[src/rtl/mem_stage_ctrl.sv]
// Memory-stage bus requester: one strobed load/store per MEM-stage op,
// stalls the pipeline until DataDone or timeout, then a one-cycle release.
module mem_stage_ctrl #(
    parameter int                DATA_W   = 16,
    parameter int                ADDR_W   = 16,
    parameter int                TIMEOUT  = 255,
    parameter logic [DATA_W-1:0] ERR_DATA = 16'hDEAD
) (
    input  logic              Clock,
    input  logic              Reset,
    input  logic              req_valid,
    input  logic              req_write,
    input  logic [ADDR_W-1:0] req_addr,
    input  logic [DATA_W-1:0] req_wdata,
    output logic              stall,
    output logic              resp_valid,
    output logic [DATA_W-1:0] resp_rdata,
    output logic              resp_err,
    output logic              ReadData,
    output logic              WriteData,
    output logic [ADDR_W-1:0] DataAddr,
    output logic [DATA_W-1:0] BusIn,
    input  logic [DATA_W-1:0] BusOut,
    input  logic              DataDone
);

    localparam logic [1:0] S_IDLE    = 2'd0;
    localparam logic [1:0] S_ACCESS  = 2'd1;
    localparam logic [1:0] S_RELEASE = 2'd2;

    localparam logic [15:0] CNT_LAST = 16'(TIMEOUT - 1);

    logic [1:0]        state_q, state_d;
    logic [15:0]       cnt_q, cnt_d;
    logic              rd_q, rd_d;
    logic              wr_q, wr_d;
    logic [ADDR_W-1:0] addr_q, addr_d;
    logic [DATA_W-1:0] bin_q, bin_d;
    logic [DATA_W-1:0] rdata_q, rdata_d;
    logic              rv_q, rv_d;
    logic              re_q, re_d;

    always_comb begin
        state_d = state_q;
        cnt_d   = cnt_q;
        rd_d    = rd_q;
        wr_d    = wr_q;
        addr_d  = addr_q;
        bin_d   = bin_q;
        rdata_d = rdata_q;
        rv_d    = 1'b0;
        re_d    = 1'b0;
        case (state_q)
            S_IDLE: begin
                if (req_valid) begin
                    addr_d  = req_addr;
                    bin_d   = req_wdata;
                    wr_d    = req_write;
                    rd_d    = ~req_write;
                    cnt_d   = '0;
                    state_d = S_ACCESS;
                end
            end
            S_ACCESS: begin
                cnt_d = cnt_q + 16'd1;
                // Completion wins over a timeout landing on the same cycle.
                if (DataDone) begin
                    if (rd_q) rdata_d = BusOut;
                    rd_d    = 1'b0;
                    wr_d    = 1'b0;
                    rv_d    = 1'b1;
                    state_d = S_RELEASE;
                end else if (cnt_q == CNT_LAST) begin
                    if (rd_q) rdata_d = ERR_DATA;
                    rd_d    = 1'b0;
                    wr_d    = 1'b0;
                    rv_d    = 1'b1;
                    re_d    = 1'b1;
                    state_d = S_RELEASE;
                end
            end
            S_RELEASE: begin
                state_d = S_IDLE;
            end
            default: begin
                rd_d    = 1'b0;
                wr_d    = 1'b0;
                state_d = S_IDLE;
            end
        endcase
    end

    always_ff @(posedge Clock or posedge Reset) begin
        if (Reset) begin
            state_q <= S_IDLE;
            cnt_q   <= '0;
            rd_q    <= 1'b0;
            wr_q    <= 1'b0;
            addr_q  <= '0;
            bin_q   <= '0;
            rdata_q <= '0;
            rv_q    <= 1'b0;
            re_q    <= 1'b0;
        end else begin
            state_q <= state_d;
            cnt_q   <= cnt_d;
            rd_q    <= rd_d;
            wr_q    <= wr_d;
            addr_q  <= addr_d;
            bin_q   <= bin_d;
            rdata_q <= rdata_d;
            rv_q    <= rv_d;
            re_q    <= re_d;
        end
    end

    assign stall      = (state_q == S_ACCESS) |
                        ((state_q == S_IDLE) & req_valid);
    assign resp_valid = rv_q;
    assign resp_err   = re_q;
    assign resp_rdata = rdata_q;
    assign ReadData   = rd_q;
    assign WriteData  = wr_q;
    assign DataAddr   = addr_q;
    assign BusIn      = bin_q;

endmodule

[config.mk]
export PLATFORM = sky130hd
export DESIGN_NAME = mem_stage_ctrl
export DESIGN_NICKNAME = d
export VERILOG_FILES = /design/src/rtl/mem_stage_ctrl.sv
export SDC_FILE = /design/constraint.sdc
export NUM_CORES = 1
export LEC_CHECK = 0
export CELL_PAD_IN_SITES_DETAIL_PLACEMENT = 0
export CELL_PAD_IN_SITES_GLOBAL_PLACEMENT = 1
export CORE_MARGIN = 3
export CORE_UTILIZATION = 33
export DETAILED_ROUTE_END_ITERATION = 8
export GPL_TIMING_DRIVEN = 0
export PLACE_DENSITY = 0.87
export SKIP_CTS_REPAIR_TIMING = 1
export SLEW_MARGIN = 0
export SYNTH_ARGS = -nofsm -noshare
export SYNTH_HDL_FRONTEND = slang
export SYNTH_SLANG_ARGS = --single-unit
[constraint.sdc]
create_clock -name Clock -period 2.4 [get_ports Clock]
set_input_delay 0.36 -clock Clock [delete_from_list [all_inputs] [get_ports Clock]]
set_output_delay 0.36 -clock Clock [all_outputs]
set_load 0.03 [all_outputs]
==> run summary <==
Syn-to-layout area delta - 46.4%
Hold Fails Final Rpt - 0
Crit path time final - 1.94 ns
Rel. slew slack - 42.0%
Final period util - 80.8%
Distinct cells, synth - 37
DP HPWL - 5070 um
Crit. End Element - output port
Placer Congestion - 0.788
Post-route core utilization - 51.2%
Arrival @ worst endpoint - 1.58 ns
First-pass GRT wire length - 12100 um
Max H-tree Level - 3
Dpl cell area - 4150 um2
Fin area - 4340 um2
Most frequent cells in the layout - nand2_1, clkdlybuf4s50_1, dfrtp_1
Core area - 8460 um2
Final setup fails - 0
Clk_lat worst skew - 0.33 ns
Leakage power - 2.04 nW
CTS tree - yes
Pin count of the biggest net entering global routing - 71
CTS sink count - 70
Worst path required time - 2.04 ns
Total Power - 4.96 mW
Vias in the first global route - 2467
Final Net Count - 455
Number of cells produced by synthesis - 282
Outcome - finished clean
Setup tns final - 0 ns
DR vias - 2384
Post-synthesis area per instance - 10.5 um2
Gr ovfl total - 0
Vias per inst - 4.69
Most common cell after layout, fill and taps aside - nand2_1
WL per Instance - 14.1 um
Startpoint Class - input pin
ANT nets after route - 0
DIE WIDTH - 101 um
Setup CP Type - in2out
Drt first pass iters - 4
Layout cell share with drive strength beyond 1 - 12.7%
# rows - 33
Antenna violations before repair - 0
Reg clk slew, reported paths - 0.07 ns
Clk buf depth - 2
Synthesized cell area - 2960 um2
Antenna Cells - 0
Total GRT Usage - 15.1%
Power Density - 1140 nW/um2
DRT iter0 DRCs - 104
Max Clk Rate - 0.516 GHz
Worst-Margin Slew - 0.870 ns
RSZ-0062 raised after global routing - false
Worst IR Drop VDD - 0.000490 V
Clock buffer count from CTS - 9
Crit-path max FO - 5
Max Cap Viol - 0
Sequential-to-total area share from yosys stat - 59.1%
I/O pins - 106
Die height - 101 um
Die area - 10100 um2
Yosys warns - 0
Post-synth net total - 337
Total wire length - 7170 um
IO buf count - 105
Initial core utilization - 35.0%
Filler cells - 771
Clk_skew - 0.00787 ns
Root Driver - clkbuf_8
Flop and latch count out of synthesis - 70
Final Slew Violations - 0
Hold Crit Class - reg2reg
Residual DRC - 0
-- final timing paths --
path	end	start	cells past startpoint	slack (ns)
setup / recovery	stall	req_valid	5	0.46
hold / removal	BusIn[9]$_DFFE_PP0P_	BusIn[9]$_DFFE_PP0P_	2	0.47
setup reg to reg	resp_rdata[10]$_DFFE_PP0P_	cnt_q[0]$_DFFE_PP0P_	7	0.58
hold reg to reg	BusIn[9]$_DFFE_PP0P_	BusIn[9]$_DFFE_PP0P_	2	0.47
max in group asynchronous	BusIn[8]$_DFFE_PP0P_	Reset	2	1.27
min in group asynchronous	resp_rdata[12]$_DFFE_PP0P_	Reset	2	0.57
-- cells by family after synthesis --
group	Yosys count	share of synthesized area, %
AOI/OAI and AO/OA	28	8.32
DFF	70	59.1
buffers and inverters	16	3.04
and+or+nand+nor	155	24.9
adders and majority gates	2	0.845
muxes	11	3.72
-- synth_stat cells --
library cell	number	area, um2
nand2_1	116	435
nor4b_1	1	8.76
a32oi_1	1	8.76
a221o_2	1	11.3
buf_2	6	30.0
o22a_2	10	100
and4b_1	1	10.0
and3_4	1	11.3
ha_1	2	25.0
and2_4	1	8.76
and2_1	1	6.26
nor3b_2	1	12.5
and3_2	2	15.0
inv_1	4	15.0
clkbuf_1	3	11.3
nand3_1	8	40.0
a22o_1	5	43.8
nor3_1	1	5.00
dfrtp_1	70	1750
mux2i_1	11	110
nand2b_1	1	6.26
nor2b_4	2	27.5
nand3b_1	1	7.51
a21oi_1	1	5.00
a41oi_4	1	27.5
nor4_4	1	21.3
nand2_2	1	6.26
nand4_1	4	25.0
and4_2	1	10.0
and3_1	4	25.0
nor2_1	5	18.8
nor4b_4	1	23.8
a31oi_1	1	6.26
nand2b_4	1	13.8
o21ai_0	7	35.0
buf_6	3	33.8
o22a_1	1	8.76
-- cell type report --
| type | instances | area [um2] | share of cell area, % |
|---|---|---|---|
| Tap cell | 105 | 131 | 3.03 |
| Timing Repair Buffer | 107 | 1070 | 24.6 |
| Clock inverter | 4 | 25.0 | 0.577 |
| Multi-Input combinational cell | 196 | 1130 | 26.0 |
| Sequential cell | 70 | 1750 | 40.4 |
| Clock buffer | 10 | 138 | 3.17 |
| Inverter | 4 | 17.5 | 0.404 |
| Buffer | 12 | 75.1 | 1.73 |
-- sequential cells by signal, summed over array words and instances (netlist names), 2 cells and up --
register and cells:
resp_rdata 16, state_q 2, DataAddr 16, BusIn 16, cnt_q 16
-- routing by layer --
metal / vias to the layer above / track usage (%) / share of wire (%)
li1: 1175 / - / -
met2: 61 / 22.7 / 47
met1: 1142 / 20.1 / 44
met3: 6 / 5.88 / 7.3
met5: - / 0 / 0
met4: 0 / 4.66 / 1.2
-- worst max-delay path, cell delays in order --
cell	delay, ns
clkdlybuf4s50_1	0.53
nor3b_4	0.26
nor2_2	0.10
inv_1	0.05
dlymetal6s2s_1	0.28
-- power by group --
part	leakage (nW)	internal (mW)	total, mW	switching (mW)
clock network	0.0800	0.388	0.808	0.420
registers	0.882	1.58	1.82	0.245
logic	1.08	0.999	2.33	1.33
-- per-stage QoR --
step,setup WS (ns),std cells,hold WS [ns]
global placement,-0.975,492,0.452
detailed placement,-0.268,492,0.461
CTS,-0.269,506,0.480
global route,0.372,508,0.504
finish,0.462,508,0.471
floorplan,0.272,282,0.431
(Power assumes the default switching activity.)
